--- src/rtl/fxp_to_fp_conv_if.sv ---
// rtl/fxp_to_fp_conv_if.sv - sample stream bundle for the fixed-to-float converter
//
// Ports (via modports):
//   valid_in  : upstream sample strobe
//   data_in   : IN_W-bit two's complement fixed-point sample
//   valid_out : converted sample strobe
//   data_out  : IEEE-754 single-precision result
// master drives the input side and observes results; slave is the converter.

interface fxp_to_fp_conv_if #(
  parameter int IN_W = 24
);
  logic            valid_in;
  logic [IN_W-1:0] data_in;
  logic            valid_out;
  logic [31:0]     data_out;

  modport master (output valid_in, output data_in, input valid_out, input data_out);
  modport slave  (input valid_in, input data_in, output valid_out, output data_out);
endinterface

--- src/rtl/fxp_to_fp_conv.sv ---
// rtl/fxp_to_fp_conv.sv - 3-stage signed fixed-point to IEEE-754 single converter
//
// Ports:
//   clk        : rising-edge clock
//   rst_n      : asynchronous active-low reset
//   s          : fxp_to_fp_conv_if.slave (valid_in/data_in in, valid_out/data_out out)
//   sample_cnt : 16-bit count of valid outputs, wraps (only with FXP2FP_CNT_EN)
// Optional feature macro: FXP2FP_CNT_EN.
// Stage 1: sign / magnitude / zero. Stage 2: leading-one search and
// left-normalise. Stage 3: round-to-nearest-even and pack.

module fxp_to_fp_conv #(
  parameter int IN_W   = 24,
  parameter int FRAC_W = 23
) (
  input  logic              clk,
  input  logic              rst_n,
  fxp_to_fp_conv_if.slave   s
`ifdef FXP2FP_CNT_EN
  ,
  output logic [15:0]       sample_cnt
`endif
);

  localparam logic [IN_W-1:0] ONE     = {{(IN_W-1){1'b0}}, 1'b1};
  // Exponent bias folded with the fixed-point scale; always positive in range.
  localparam logic [8:0]      EXP_OFF = 9'(127 - FRAC_W);

  // ---------------- stage 1 ----------------
  logic            v1;
  logic            s1_sign;
  logic            s1_zero;
  logic [IN_W-1:0] s1_mag;

  // The IN_W-bit unsigned magnitude holds 2^(IN_W-1) exactly for the most
  // negative input, so no extra bit is needed.
  always_ff @(posedge clk or negedge rst_n) begin
    if (!rst_n) begin
      v1      <= 1'b0;
      s1_sign <= 1'b0;
      s1_zero <= 1'b1;
      s1_mag  <= '0;
    end else begin
      v1 <= s.valid_in;
      if (s.valid_in) begin
        s1_sign <= s.data_in[IN_W-1];
        s1_mag  <= s.data_in[IN_W-1] ? (~s.data_in + ONE) : s.data_in;
        s1_zero <= (s.data_in == '0);
      end
    end
  end

  // ---------------- stage 2 ----------------
  logic [4:0]  lead_pos;
  logic [31:0] mag_ext;
  logic [30:0] norm_low;

  always_comb begin
    lead_pos = '0;
    for (int i = 0; i < IN_W; i++) begin
      if (s1_mag[i]) lead_pos = 5'(i);
    end
  end

  assign mag_ext  = 32'(s1_mag);
  // The leading one lands on bit 31 and is implicit, so only bits 30:0 are kept.
  assign norm_low = 31'(mag_ext << (5'd31 - lead_pos));

  logic        v2;
  logic        s2_sign;
  logic        s2_zero;
  logic [4:0]  s2_pos;
  logic [30:0] s2_norm;

  always_ff @(posedge clk or negedge rst_n) begin
    if (!rst_n) begin
      v2      <= 1'b0;
      s2_sign <= 1'b0;
      s2_zero <= 1'b1;
      s2_pos  <= '0;
      s2_norm <= '0;
    end else begin
      v2 <= v1;
      if (v1) begin
        s2_sign <= s1_sign;
        s2_zero <= s1_zero;
        s2_pos  <= lead_pos;
        s2_norm <= norm_low;
      end
    end
  end

  // ---------------- stage 3 ----------------
  logic [22:0] mant_raw;
  logic        guard_bit;
  logic        round_bit;
  logic        sticky_bit;
  logic        round_up;
  logic [23:0] mant_sum;
  logic        carry;
  logic [7:0]  exp_field;
  logic [31:0] result;

  assign mant_raw   = s2_norm[30:8];
  assign guard_bit  = s2_norm[7];
  assign round_bit  = s2_norm[6];
  assign sticky_bit = |s2_norm[5:0];
  // When p <= 23 the bits below the mantissa are all zero, so this never
  // rounds and the conversion is exact.
  assign round_up   = guard_bit & (round_bit | sticky_bit | mant_raw[0]);
  assign mant_sum   = {1'b0, mant_raw} + {23'd0, round_up};
  // On carry-out mant_sum[22:0] is already zero.
  assign carry      = mant_sum[23];
  assign exp_field  = 8'(9'(s2_pos) + EXP_OFF + {8'd0, carry});
  assign result     = s2_zero ? 32'h0000_0000 : {s2_sign, exp_field, mant_sum[22:0]};

  always_ff @(posedge clk or negedge rst_n) begin
    if (!rst_n) begin
      s.valid_out <= 1'b0;
      s.data_out  <= 32'h0000_0000;
    end else begin
      s.valid_out <= v2;
      if (v2) s.data_out <= result;
    end
  end

`ifdef FXP2FP_CNT_EN
  always_ff @(posedge clk or negedge rst_n) begin
    if (!rst_n) sample_cnt <= 16'd0;
    else if (s.valid_out) sample_cnt <= sample_cnt + 16'd1;
  end
`endif

endmodule

--- src/flat_wrapper.sv ---
// flat-port wrapper written by rule: the top's interface ports become plain ports
module fxp_to_fp_conv_flat 
#(
  parameter int IN_W   = 24,
  parameter int FRAC_W = 23
)
  (clk, rst_n, s_valid_in, s_data_in, s_valid_out, s_data_out);
  fxp_to_fp_conv_if #(.IN_W(IN_W)) s_i ();
  input  logic clk;
  input  logic rst_n;
  input wire logic [$bits(s_i.valid_in)-1:0] s_valid_in;
  input wire logic [$bits(s_i.data_in)-1:0] s_data_in;
  output wire logic [$bits(s_i.valid_out)-1:0] s_valid_out;
  output wire logic [$bits(s_i.data_out)-1:0] s_data_out;
  assign s_i.valid_in = s_valid_in;
  assign s_i.data_in = s_data_in;
  assign s_valid_out = s_i.valid_out;
  assign s_data_out = s_i.data_out;
  fxp_to_fp_conv #(.IN_W(IN_W), .FRAC_W(FRAC_W)) u_core (.clk(clk), .rst_n(rst_n), .s(s_i));
endmodule
--- config.mk ---
export PLATFORM = sky130hd
export DESIGN_NAME = fxp_to_fp_conv_flat
export DESIGN_NICKNAME = d
export VERILOG_FILES = /design/src/rtl/fxp_to_fp_conv_if.sv /design/src/rtl/fxp_to_fp_conv.sv /design/src/flat_wrapper.sv
export SDC_FILE = /design/constraint.sdc
export NUM_CORES = 1
export LEC_CHECK = 0
export ABC_AREA = 0
export BUFFER_PORTS_ARGS = -buffer_cell sky130_fd_sc_hd__buf_4
export CORE_AREA = 4 4 117 231
export CTS_BUF_LIST = sky130_fd_sc_hd__clkbuf_8
export CTS_CLUSTER_DIAMETER = 50
export DETAILED_ROUTE_END_ITERATION = 8
export DIE_AREA = 0 0 121 235
export REMOVE_ABC_BUFFERS = 1
export SLEW_MARGIN = 20
export SYNTH_ARGS = -nofsm -noshare
export SYNTH_HDL_FRONTEND = slang
export SYNTH_SLANG_ARGS = --single-unit
export TNS_END_PERCENT = 30
--- constraint.sdc ---
create_clock -name clk -period 2.4 [get_ports clk]
set_input_delay 0.36 -clock clk [delete_from_list [all_inputs] [get_ports clk]]
set_output_delay 0.36 -clock clk [all_outputs]
set_load 0.05 [all_outputs]
==> qor.csv <==
metric,value,unit
grt_max_degree,56,
dr.pass1.iters,4,
io_pins,60,
violations,"negative hold slack, negative setup slack",
ys_seq_elements,99,
crit_required,2690,ps
nets,944,
synth_compound_area_share,24.9,%
grt_usage,16.0,%
critPathArrivalTime,2880,ps
coreArea,0.0251,mm2
grt_pass1_wl,35300,um
grt_overflow,0,
slowest_stage,dfrtp_1,
max_stage_delay,430,ps
cp-start-kind,register,
yosys_most_used_dff,dfrtp_1,
synthArstFlopShare,100,%
num_vias,6312,
routed_via_density,5.03,
finClkSkew,18.0,ps
worst_slew_pin_slew,731,ps
setup_ws,-184,ps
wl_per_cell,17.8,um
clk_pin_slew,100,ps
holdBufCountCts,0,
synthSimpleGateAreaFrac,19.3,%
synthXorXnorAreaFrac,6.31,%
cp_cell_sequence,"o311ai_2, buf_4, nand4_1, a32o_2, buf_12, buf_4, nor2_4, a22oi_2, a32oi_2, a21oi_1",
postLayoutCoreUtil,36.5,%
ys_types,69,
period_needed,2580,ps
clock_sinks,99,
die_y,235,um
worstPathMaxFanout,13,
yosysWarningCount,0,
detailed_place_hpwl,17500,um
synth-seq-area-share,39.7,%
muxShareOfSynthArea,4.07,%
crit_type,reg2reg,
syn_avg_cell_area,8.73,um2
place_ws,-327,ps
synth_top_family_by_area,compound AO/OA/AOI/OAI gates,
rows,82,
worst_hold_slack,-1.30,ps
wl,22300,um
dieWidth,121,um
postSynthCellCount,715,
grt_pass1_vias,6673,
gp_congestion,0.979,
hold_path_class,in2async,
antenna_left,0,
rsz0062_at_grt,yes,
synth_edf_count,0,
status,"complete, but fails checks",
cts_tree,built,
fmax,0.387,GHz
htree_levels,3,
cts_buffers,9,
slew_violations,0,
root_buffer,clkbuf_8,
cp-end-kind,register,
hold_viol_final,2,
place_area,0.00810,mm2
relSlewSlack,51.3,%
clk_latency,410,ps
portBuffers,59,
finalSetupViolCount,15,
layout-drive-gt1-share,40.0,%
worst-path-buf-inv,3,
die_area,0.0284,mm2
drc,0,
initial_utilization,24.8,%
p_leak,3.80,nW
design_power_total,0.00606,W
clockBufferDepth,2,
antenna_found_initial,1,
powerDensity,660,mW/mm2
ir_worst_vdd,0.282,mV
synth_fa_ha_area_share,0.801,%
period_share,108,%
area_growth_syn_to_layout,46.9,%
crit_top_cell,buf_4,
syn_area,0.00624,mm2
drv_cap,0,
initialDrtViolationCount,274,
final_area,0.00917,mm2
cpLargestDelayFamily,compound AO/OA/AOI/OAI gates,
[cell type report]
class | count | area [um2]
fill | 2551 | 16000
multi-input combinational | 545 | 4100
sequential | 99 | 2480
timing repair buffer | 234 | 1900
tap | 336 | 420
clock buffer | 10 | 138
inverter | 24 | 90.1
clock inverter | 6 | 41.3
antenna | 1 | 2.50
[routing by layer]
| layer | routed length [um] | vias up | track usage (%) |
|---|---|---|---|
| met5 | 0 | - | 0 |
| met4 | 1960 | 0 | 12.7 |
| met3 | 770 | 109 | 3.08 |
| met2 | 12800 | 171 | 31.0 |
| met1 | 6770 | 3007 | 13.4 |
| li1 | - | 3025 | - |
[synthesized netlist by cell type, types with 3 or more instances]
cell type | instances | area, um2
buf_6 | 3 | 33.8
and3_1 | 13 | 81.3
o21a_1 | 3 | 22.5
and4_1 | 3 | 26.3
a21boi_0 | 3 | 22.5
nand2b_1 | 6 | 37.5
dfrtp_1 | 97 | 2430
nor2_1 | 65 | 244
inv_1 | 22 | 82.6
ha_1 | 4 | 50.1
o22ai_1 | 6 | 37.5
a22o_1 | 17 | 149
o31ai_1 | 18 | 135
mux2_2 | 8 | 90.1
a32oi_1 | 8 | 70.1
a22oi_1 | 7 | 52.6
nand3b_1 | 5 | 37.5
a31oi_1 | 8 | 50.1
o221ai_1 | 7 | 61.3
nor2b_1 | 12 | 75.1
nand3_1 | 25 | 125
mux2i_1 | 15 | 150
a32o_1 | 3 | 30.0
xor2_1 | 26 | 228
o211ai_1 | 5 | 37.5
nand2_1 | 70 | 263
a221oi_1 | 3 | 26.3
nor4_1 | 13 | 81.3
nand4_1 | 6 | 37.5
a311oi_1 | 3 | 26.3
o21ai_0 | 34 | 170
clkbuf_1 | 34 | 128
a211oi_1 | 18 | 135
o2bb2ai_1 | 11 | 96.3
a21oi_2 | 3 | 26.3
a21oi_1 | 47 | 235
nor3_1 | 14 | 70.1
or3_1 | 3 | 18.8
xnor2_1 | 19 | 166
and2_1 | 6 | 37.5
buf_2 | 7 | 35.0
[final timing paths]
check	end	cells after the start	start	slack, ps
min	u_core.s.data_out[23]$_DFFE_PN0P_	1	rst_n	-1
max reg2reg	u_core.s2_norm[19]$_DFFE_PN0P_	10	u_core.s1_mag[4]$_DFFE_PN0P_	-180
min reg2reg	u_core.s1_zero$_DFFE_PN1P_	2	u_core.s1_zero$_DFFE_PN1P_	480
max in group asynchronous	u_core.s1_mag[5]$_DFFE_PN0P_	2	rst_n	1700
min in group clk	u_core.s1_mag[0]$_DFFE_PN0P_	2	s_data_in[0]	230
max	u_core.s2_norm[19]$_DFFE_PN0P_	10	u_core.s1_mag[4]$_DFFE_PN0P_	-180
[power by group]
part / switching, W / internal, W / total (W)
Sequential: 0.000210 / 0.00193 / 0.00214
Clock: 0.000653 / 0.000405 / 0.00106
Combinational: 0.00161 / 0.00125 / 0.00286
Total: 0.00248 / 0.00358 / 0.00606
[what timing repair did]
action                                  in CTS  in global routing
pin swaps                                   21                 25
gates resized for setup                     72                 84
setup buffers                               11                 11
hold endpoints to repair                     0                  0
cloned                                       1                  0
endpoints found under the setup margin      26                 26
[flip-flops by register name (all words and copies together) (netlist names)]
name	count
u_core.s2_sign	1
u_core.v1	1
u_core.v2	1
u_core.s.valid_out	1
u_core.s1_zero	1
u_core.s1_sign	1
u_core.s1_mag	24
u_core.s2_pos	5
u_core.s2_zero	1
u_core.s2_norm	31
u_core.s.data_out	32
[cell families (layout without fill, tap and decap cells)]
kind of cell             Yosys count  count (layout)
other                              0               1
AND/OR/NAND/NOR                  250             250
AO/OA/AOI/OAI                    222             222
buffers and inverters             71             274
adder cells (fa/ha/maj)            4               4
multiplexers                      24              24
flip-flops                        99              99
XOR/XNOR                          45              45
[cell usage in the layout (no fill, tap or decap), drive strengths merged, types with 19 or more instances in the layout]
master    n
a21oi    50
buf     234
dfrtp    97
inv      25
nand2    71
nand3    25
nor2     65
o21ai    35
o31ai    19
xnor2    19
xor2     26
[per-stage QoR]
step / instances / TNS [ps]
6_report: 1255 / -1360
3_3_place_gp: 1219 / -5010
5_1_grt: 1255 / -2940
3_5_place_dp: 1219 / -5270
2_1_floorplan: 668 / -4790
4_1_cts: 1246 / -1380
Note: power is estimated with default switching activity, not from simulation.
